==> src/rtl/ds1302_burst_ctrlmod.sv <==
`default_nettype none
// ds1302_burst_ctrlmod - sequences a multi-register DS1302 access as byte-level
// command transactions, optionally wrapped in write-protect clear/set.  Rev 1.0
module ds1302_burst_ctrlmod #(
   parameter int NREG    = 7,
   parameter int AUTO_WP = 1,
   parameter int TIMEOUT = 1023
) (
   input  logic              CLOCK,
   input  logic              RESET,
   input  logic              iCall,
   input  logic              iWrite,
   input  logic [2:0]        iIndex,
   input  logic [2:0]        iCount,
   input  logic [8*NREG-1:0] iWrData,
   output logic              oDone,
   output logic              oErr,
   output logic [8*NREG-1:0] oRdData,
   output logic [1:0]        oCall,
   input  logic              iDone,
   input  logic [7:0]        iData,
   output logic [7:0]        oAddr,
   output logic [7:0]        oData
);
   localparam int             TW      = $clog2(TIMEOUT);
   localparam logic [TW-1:0]  TLAST   = TW'(TIMEOUT - 1);
   localparam logic           USE_WP  = (AUTO_WP != 0);
   localparam logic [3:0]     NREG4   = 4'(NREG);
   localparam logic [7:0]     WP_ADDR = 8'h8E;

   typedef enum logic [2:0] {
      S_IDLE    = 3'd0,
      S_UNPROT  = 3'd1,
      S_XFER    = 3'd2,
      S_GAP     = 3'd3,
      S_PROT    = 3'd4,
      S_DONE    = 3'd5,
      S_RELEASE = 3'd6
   } state_t;

   state_t            state_q, gapnxt_q;
   logic              wr_q, err_q, done_q, oerr_q;
   logic [2:0]        idx_q, last_q;
   logic [8*NREG-1:0] wdata_q, rdata_q;
   logic [1:0]        call_q;
   logic [7:0]        addr_q, data_q;
   logic [TW-1:0]     tcnt_q;

   logic [3:0] end_sum;
   logic [7:0] sel_byte;
   logic       wrap;
   state_t     ok_state, ok_gap, to_state;
   logic       ok_inc;

   assign end_sum = {1'b0, iIndex} + {1'b0, iCount};
   assign wrap    = wr_q && USE_WP;

   always_comb begin
      sel_byte = 8'h00;
      for (int k = 0; k < NREG; k++) begin
         if (idx_q == 3'(k)) sel_byte = wdata_q[8*k +: 8];
      end
   end

   // Where a transaction hands off to on a normal completion versus a timeout.
   always_comb begin
      ok_state = S_DONE;
      ok_gap   = S_XFER;
      ok_inc   = 1'b0;
      case (state_q)
         S_UNPROT: ok_state = S_GAP;
         S_XFER: begin
            if (idx_q != last_q) begin
               ok_state = S_GAP;
               ok_inc   = 1'b1;
            end else if (wrap) begin
               ok_state = S_GAP;
               ok_gap   = S_PROT;
            end
         end
         default: ;
      endcase
      to_state = (wrap && state_q != S_PROT) ? S_GAP : S_DONE;
   end

   always_ff @(posedge CLOCK) begin
      if (RESET) begin
         state_q  <= S_IDLE;
         gapnxt_q <= S_IDLE;
         wr_q     <= 1'b0;
         err_q    <= 1'b0;
         done_q   <= 1'b0;
         oerr_q   <= 1'b0;
         idx_q    <= 3'd0;
         last_q   <= 3'd0;
         wdata_q  <= '0;
         rdata_q  <= '0;
         call_q   <= 2'b00;
         addr_q   <= 8'h00;
         data_q   <= 8'h00;
         tcnt_q   <= '0;
      end else begin
         done_q <= 1'b0;
         oerr_q <= 1'b0;
         case (state_q)
            S_IDLE: begin
               if (iCall) begin
                  wr_q    <= iWrite;
                  idx_q   <= iIndex;
                  last_q  <= end_sum[2:0];
                  wdata_q <= iWrData;
                  err_q   <= 1'b0;
                  if (end_sum >= NREG4) begin
                     state_q <= S_DONE;
                     done_q  <= 1'b1;
                     oerr_q  <= 1'b1;
                  end else if (iWrite && USE_WP) begin
                     state_q <= S_UNPROT;
                  end else begin
                     state_q <= S_XFER;
                  end
               end
            end
            S_UNPROT, S_XFER, S_PROT: begin
               if (call_q == 2'b00) begin
                  tcnt_q <= '0;
                  call_q <= (state_q == S_XFER && !wr_q) ? 2'b01 : 2'b10;
                  addr_q <= (state_q == S_XFER) ? {4'b1000, idx_q, ~wr_q} : WP_ADDR;
                  if (state_q == S_XFER)      data_q <= wr_q ? sel_byte : 8'h00;
                  else if (state_q == S_PROT) data_q <= 8'h80;
                  else                        data_q <= 8'h00;
               end else if (iDone) begin
                  call_q   <= 2'b00;
                  state_q  <= ok_state;
                  gapnxt_q <= ok_gap;
                  if (ok_inc) idx_q <= idx_q + 3'd1;
                  if (call_q[0]) begin
                     for (int k = 0; k < NREG; k++) begin
                        if (idx_q == 3'(k)) rdata_q[8*k +: 8] <= iData;
                     end
                  end
                  if (ok_state == S_DONE) begin
                     done_q <= 1'b1;
                     oerr_q <= err_q;
                  end
               end else if (tcnt_q == TLAST) begin
                  call_q   <= 2'b00;
                  err_q    <= 1'b1;
                  state_q  <= to_state;
                  gapnxt_q <= S_PROT;
                  if (to_state == S_DONE) begin
                     done_q <= 1'b1;
                     oerr_q <= 1'b1;
                  end
               end else begin
                  tcnt_q <= tcnt_q + 1'b1;
               end
            end
            S_GAP:     state_q <= gapnxt_q;
            S_DONE:    state_q <= S_RELEASE;
            S_RELEASE: if (!iCall) state_q <= S_IDLE;
            default:   state_q <= S_IDLE;
         endcase
      end
   end

   assign oDone   = done_q;
   assign oErr    = oerr_q;
   assign oRdData = rdata_q;
   assign oCall   = call_q;
   assign oAddr   = addr_q;
   assign oData   = data_q;

endmodule
`default_nettype wire

==> config.mk <==
export PLATFORM = sky130hd
export DESIGN_NAME = ds1302_burst_ctrlmod
export DESIGN_NICKNAME = d
export VERILOG_FILES = /design/src/rtl/ds1302_burst_ctrlmod.sv
export SDC_FILE = /design/constraint.sdc
export NUM_CORES = 1
export LEC_CHECK = 0
export BUFFER_PORTS_ARGS = -buffer_cell sky130_fd_sc_hd__buf_2
export CORE_AREA = 4 4 138 167
export DETAILED_ROUTE_END_ITERATION = 8
export DIE_AREA = 0 0 142 171
export GPL_TIMING_DRIVEN = 0
export PLACE_DENSITY = 0.58
export SLEW_MARGIN = 10
export SYNTH_ARGS = -nofsm -noshare
export SYNTH_HDL_FRONTEND = slang
export SYNTH_SLANG_ARGS = --single-unit
==> constraint.sdc <==
create_clock -name CLOCK -period 3.8 [get_ports CLOCK]
set_clock_uncertainty 0.1 [all_clocks]
set_input_delay 0.76 -clock CLOCK [delete_from_list [all_inputs] [get_ports CLOCK]]
set_output_delay 0.76 -clock CLOCK [all_outputs]
set_load 0.02 [all_outputs]
==> results of run 1 <==
## kinds of logic after synthesis
group           synth area share, %
compound gates                 18.0
simple gates                   20.1
flops                          44.9
buf+inv                        5.00
xor+xnor                       1.14
fa+ha+maj                      2.14
other cells                  0.0553
mux                            8.78
## registers in the layout, summed over array words and instances, names as in the netlist, 2 cells and up
signal	flops
tcnt_q	10
oRdData	56
idx_q	3
oAddr	5
oCall	2
state_q	3
wdata_q	56
last_q	3
oData	8
gapnxt_q	2
## worst paths after layout
path	endpoint	slack, ns	cells past startpoint
worst min register to register	wdata_q[23]	0.36	2
worst max-delay path	oData[2]	1.36	8
worst min-delay path	wdata_q[23]	0.36	2
worst max register to register	oData[2]	1.36	8
## stage by stage
step | hold slack [ns] | utilization [%] | instance area (um^2) | instances
5_1_grt | 0.375 | 39.4 | 8460 | 1265
3_5_place_dp | 0.349 | 36.6 | 7860 | 1233
3_3_place_gp | 0.344 | 36.6 | 7860 | 1233
6_report | 0.357 | 39.4 | 8460 | 1265
4_1_cts | 0.358 | 39.4 | 8460 | 1265
2_1_floorplan | 0.327 | - | 6790 | 813
## worst register-to-register path, stage by stage, from the launching register on
cell and delay, ns:
dfxtp_1 0.46, inv_1 0.14, ha_1 0.23, clkbuf_1 0.23
nor2_1 0.49, nand2_1 0.10, a22oi_1 0.17, o31ai_1 0.14
a32o_1 0.28
## where the power goes
| group | internal, mW | total (mW) | switching [mW] |
|---|---|---|---|
| logic | 0.665 | 2.02 | 1.35 |
| clock network | 0.889 | 1.69 | 0.797 |
| registers | 1.79 | 1.94 | 0.148 |
## layer usage
metal	track usage [%]	wire length, um
met1	23.3	9960
met4	5.76	438
met2	26.6	9710
met5	0	38
met3	4.81	1330
## cell usage after synthesis, types with 2 or more instances
| cell | number | area (um^2) |
|---|---|---|
| or2_2 | 3 | 18.8 |
| buf_2 | 10 | 50.1 |
| ha_1 | 10 | 125 |
| buf_1 | 10 | 37.5 |
| nor2b_1 | 3 | 18.8 |
| o21ai_0 | 13 | 65.1 |
| o2111ai_1 | 2 | 17.5 |
| nand2b_1 | 4 | 25.0 |
| nand3b_1 | 7 | 52.6 |
| or4_1 | 2 | 15.0 |
| a22oi_1 | 10 | 75.1 |
| nor3b_1 | 2 | 15.0 |
| xnor2_1 | 5 | 43.8 |
| xor2_1 | 2 | 17.5 |
| o21ai_1 | 3 | 15.0 |
| a21o_1 | 3 | 22.5 |
| dfxtp_1 | 152 | 3040 |
| nor3_1 | 3 | 15.0 |
| clkbuf_1 | 38 | 143 |
| nand3_1 | 8 | 40.0 |
| nand2_1 | 166 | 623 |
| a221oi_1 | 11 | 96.3 |
| mux2i_1 | 58 | 581 |
| buf_4 | 5 | 37.5 |
| a311oi_1 | 2 | 17.5 |
| o211ai_1 | 5 | 37.5 |
| o31ai_1 | 9 | 67.6 |
| and2_1 | 4 | 25.0 |
| nand4_4 | 3 | 63.8 |
| a32o_1 | 9 | 90.1 |
| a211oi_1 | 5 | 37.5 |
| inv_1 | 16 | 60.1 |
| o221a_2 | 3 | 33.8 |
| a21oi_1 | 109 | 546 |
| or3_1 | 5 | 31.3 |
| and3_1 | 3 | 18.8 |
| and4_1 | 4 | 35.0 |
| nor2_1 | 82 | 308 |
## layout by cell type, fill, tap and decap left out, types with 7 or more instances in the layout
master,synthesis,final
a21oi_1,109,109
a221oi_1,11,11
a22oi_1,10,10
a32o_1,9,9
buf_1,10,10
buf_2,10,156
clkbuf_1,38,38
clkbuf_16,0,17
dfxtp_1,152,152
ha_1,10,10
inv_1,16,16
mux2i_1,58,58
nand2_1,166,166
nand3_1,8,8
nand3b_1,7,7
nor2_1,82,82
o21ai_0,13,13
o31ai_1,9,9
## final cells by class
type	instances	area (um^2)	area share (%)
Buffer	64	279	3.30
Clock buffer	17	425	5.03
Clock inverter	15	174	2.06
Inverter	16	60.1	0.710
Multi-Input combinational cell	581	3410	40.3
Sequential cell	152	3040	36.0
Tap cell	274	343	4.05
Timing Repair Buffer	146	731	8.64
==> flow_metrics.tcl, run 1 <==
set metrics [dict create \
    status "complete, no violations" \
    required_ns 4.03 \
    cp_max_fo 10 \
    worstMarginPinSlew_ns 0.710 \
    cts_resized 0 \
    endpoint_kind "flop" \
    drcViolationCount 0 \
    worst_ep_arrival_time_ns 2.66 \
    wire_per_inst_um 17.0 \
    ys_ff_latch 152 \
    cp_slowest_cell "nor2_1" \
    power.total_mw 5.64 \
    die_width_um 142 \
    fin_ws_ns 1.36 \
    cpLargestDelayFamily "compound AO/OA/AOI/OAI gates" \
    dp_hpwl_um 16100 \
    crit_chain "inv_1 -> ha_1 -> clkbuf_1 -> nor2_1 -> nand2_1 -> a22oi_1 -> o31ai_1 -> a32o_1" \
    detail-route-antenna-nets 0 \
    grt_util_all_layers_pct 17.3 \
    clock_latency_ns 0.43 \
    root_buffer "clkbuf_16" \
    final_hold_viol_count 0 \
    cap_viol_max_count 0 \
    p_leak_nw 3.58 \
    min_from "wdata_q[23]" \
    final-max-slew-violation-count 0 \
    n_antenna_cell 0 \
    drt_wl_total_um 21500 \
    rsz0062_at_grt "no" \
    synthArstFlopShare_pct 0 \
    vias 6290 \
    cts_tree "built" \
    grt-ovfl-total 0 \
    placementRows 59 \
    place_ws_ns 0.949 \
    core-area_mm2 0.0215 \
    crit_start "idx_q[0]" \
    htree_levels 4 \
    drive_gt1_share_pct 21.1 \
    ir_drop_mv 0.368 \
    areaGrowthSynthToFinish_pct 24.8 \
    slowest_delay_ns 0.49 \
    synthFlopType "dfxtp_1" \
    start_kind "flop" \
    post_cts_buffers 0 \
    max_freq_mhz 411 \
    synthCells 811 \
    grt_pass1_vias 5953 \
    drt_iter0_drc 461 \
    antenna_found_initial 3 \
    min_period_over_period_pct 64.1 \
    clkSlewWorstSetupHoldPaths_ns 0.07 \
    place_congestion 0.886 \
    syn_avg_cell_area_um2 8.36 \
    io_buffers 146 \
    clockBufferDepth 2 \
    ys_types 60 \
    dieArea_mm2 0.0243 \
    first_pass_iters 5 \
    worstReg2RegStart "idx_q[0]" \
    setup_violations 0 \
    tns_ns 0 \
    synth_edf_count 0 \
    power_density_mw_per_mm2 667 \
    yosys_warnings 0 \
    nets 1064 \
    worstHoldPathType "reg -> reg" \
    die_h_um 171 \
    initial_core_util_pct 31.6 \
    routed_via_density 4.97 \
    fin_crit_ns 2.44 \
    syn_area_mm2 0.00678 \
    cts_hold_buffers 0 \
    critPathKind "reg -> reg" \
    clkSinkCount 152 \
    num-fill-cells 2197 \
    ios 151 \
    seq_area_frac_synth_pct 44.9 \
    worstPathBufferInverterCount 2 \
    grt_pass1_wl_um 32900 \
    cts_made_buffers 17 \
    grt_max_degree 19 \
    slew_headroom_pct 52.7 \
]
Power figures use the tool's default switching activity.
==> run 2, diff against run 1 <==
--- a/config.mk
+++ b/config.mk
@@ -10,7 +10,7 @@
 export DETAILED_ROUTE_END_ITERATION = 8
 export DIE_AREA = 0 0 142 171
 export GPL_TIMING_DRIVEN = 0
-export PLACE_DENSITY = 0.58
+export PLACE_DENSITY = 0.6
 export SLEW_MARGIN = 10
 export SYNTH_ARGS = -nofsm -noshare
 export SYNTH_HDL_FRONTEND = slang
==> constraint.sdc (replaced) <==
create_clock -name CLOCK -period 2.2 [get_ports CLOCK]
set_clock_uncertainty 0.1 [all_clocks]
set_input_delay 0.44 -clock CLOCK [delete_from_list [all_inputs] [get_ports CLOCK]]
set_output_delay 0.44 -clock CLOCK [all_outputs]
set_load 0.02 [all_outputs]
==> run 2 against run 1 <==
  * Power is 74% higher
  * Fmax grew 15%
  * Setup slack worse by 1.3 ns
  * Utilization rose by 0.22 points
  * Sequential power rose by 72%
  * Sequential share of layout area decreased by 0.17 points
  * Cell area rose by 0.56%
  * Flip-flop and latch count unchanged
  * Highest routed layer is now met4
  * Largest cell class unchanged
  * First-iteration DRC count fell by 13%
  * Clock power rose by 73%
==> flow_metrics.tcl, run 2 (synthesized netlist as in run 1, its figures left out) <==
set metrics [dict create \
    status "complete, no violations" \
    slew_headroom_pct 52.8 \
    place_ws_ns -0.346 \
    whs_path_depth 3 \
    endpoint_kind "flop" \
    grt_pass1_vias 6063 \
    top_layer "met4" \
    grt_util_all_layers_pct 17.3 \
    dr_wl_met2_um 10300 \
    grt-ovfl-total 0 \
    clkSlewWorstSetupHoldPaths_ns 0.06 \
    fin_ws_ns 0.0894 \
    worstHoldPathType "in -> reg" \
    rsz0062_at_grt "yes" \
    place_congestion 0.890 \
    nets 1064 \
    met1_length_um 9270 \
    die_width_um 142 \
    cts_made_buffers 17 \
    areaGrowthSynthToFinish_pct 25.5 \
    wire_per_inst_um 16.6 \
    grt_max_degree 17 \
    final_common_cell "nand2_1" \
    slowest_delay_ns 0.31 \
    htree_levels 4 \
    mostFrequentLayoutCells "nand2_1 (166), buf_2 (157), dfxtp_1 (150)" \
    num-fill-cells 2243 \
    drt_wl_total_um 21000 \
    hold_path_end "wdata_q[27]" \
    required_ns 2.46 \
    drcViolationCount 0 \
    final_hold_viol_count 0 \
    dp_hpwl_um 15900 \
    placementRows 59 \
    setup_violations 0 \
    clkSinkCount 152 \
    start_kind "flop" \
    fin_crit_ns 2.11 \
    cp_slowest_cell "dfxtp_1" \
    min_period_over_period_pct 95.9 \
    worstPathBufferInverterCount 2 \
    worstMarginPinSlew_ns 0.708 \
    drt_iter0_drc 401 \
    critPathKind "reg -> reg" \
    drive_gt1_share_pct 23.1 \
    min_from "iWrData[27]" \
    vias 6281 \
    cpLargestDelayFamily "simple AND/OR/NAND/NOR gates" \
    final-max-slew-violation-count 0 \
    ir_drop_mv 0.569 \
    timing.rr.end "oData[6]" \
    power_density_mw_per_mm2 1150 \
    ios 151 \
    core-area_mm2 0.0215 \
    cts_tree "built" \
    clockBufferDepth 2 \
    dieArea_mm2 0.0243 \
    power.total_mw 9.82 \
    crit_chain "clkbuf_1 -> nand2b_1 -> nor2_1 -> nand2_1 -> nor3b_4 -> buf_4 -> a32o_1" \
    initial_core_util_pct 31.6 \
    max_freq_mhz 474 \
    root_buffer "clkbuf_16" \
    whs_ns 0.145 \
    worst_ep_arrival_time_ns 2.37 \
    clock_latency_ns 0.43 \
    r2r_slack_ns 0.09 \
    die_h_um 171 \
    cap_viol_max_count 0 \
    worstReg2RegStart "state_q[0]" \
    grt_pass1_wl_um 33000 \
    wl_met3_um 1150 \
    antenna_found_initial 0 \
    routed_via_density 4.97 \
    n_antenna_cell 0 \
    cp_max_fo 10 \
    worstRegToRegCells 7 \
    detail-route-antenna-nets 0 \
    first_pass_iters 5 \
    io_buffers 146 \
    p_leak_nw 3.63 \
]
## run 2: what timing repair did
action	CTS	global route
setup buffers	0	1
hold buffers	0	0
resized for setup	9	26
pin swaps	0	2
hold endpoints to repair	0	0
endpoints found under the setup margin	33	72
## run 2: worst max path at each step
| stage | from | endpoint | slack (ns) | depth (start not counted) |
|---|---|---|---|---|
| after floorplan | iIndex[0] | state_q[1] | 0.17 | 7 |
| final | state_q[0] | oData[6] | 0.09 | 7 |
| after global routing | state_q[0] | oData[6] | -0.005 | 7 |
| after CTS | idx_q[0] | oData[3] | 0.001 | 7 |
| after global placement | iIndex[0] | state_q[1] | -0.36 | 8 |
| after detailed placement | iIndex[0] | state_q[1] | -0.35 | 8 |
## run 2: tightest hold or removal path, stage by stage
cell	delay, ns
buf_2	0.09
nand2_1	0.04
a21oi_1	0.05
## run 2: layer usage
metal | vias up | track usage (%)
met2 | 171 | 28.7
met3 | 20 | 4.50
li1 | 3140 | -
met5 | - | 0
met4 | 0 | 4.67
met1 | 2950 | 22.3
## run 2: power breakdown
group / switching, mW / internal, mW / total, mW
combinational: 2.35 / 1.20 / 3.56
sequential: 0.242 / 3.10 / 3.34
clock: 1.21 / 1.72 / 2.92
## run 2: area by class of cell
| type | instances | area, um^2 | share of cell area, % |
|---|---|---|---|
| multi-input combinational | 581 | 3440 | 40.4 |
| sequential | 152 | 3050 | 35.8 |
| timing repair buffer | 147 | 738 | 8.68 |
| clock buffer | 20 | 447 | 5.25 |
| tap | 274 | 343 | 4.03 |
| buffer | 63 | 297 | 3.48 |
| clock inverter | 12 | 141 | 1.66 |
| inverter | 16 | 60.1 | 0.706 |
## run 2: stage by stage
| stage | instances | instance area [um^2] | TNS (ns) | utilization, % |
|---|---|---|---|---|
| after CTS | 1264 | 8460 | 0 | 39.4 |
| after global routing | 1265 | 8510 | -0.00485 | 39.6 |
| final | 1265 | 8510 | 0 | 39.6 |
| after global placement | 1233 | 7860 | -4.80 | 36.6 |
| after floorplan | 813 | 6790 | 0 | - |
| after detailed placement | 1233 | 7860 | -5.17 | 36.6 |
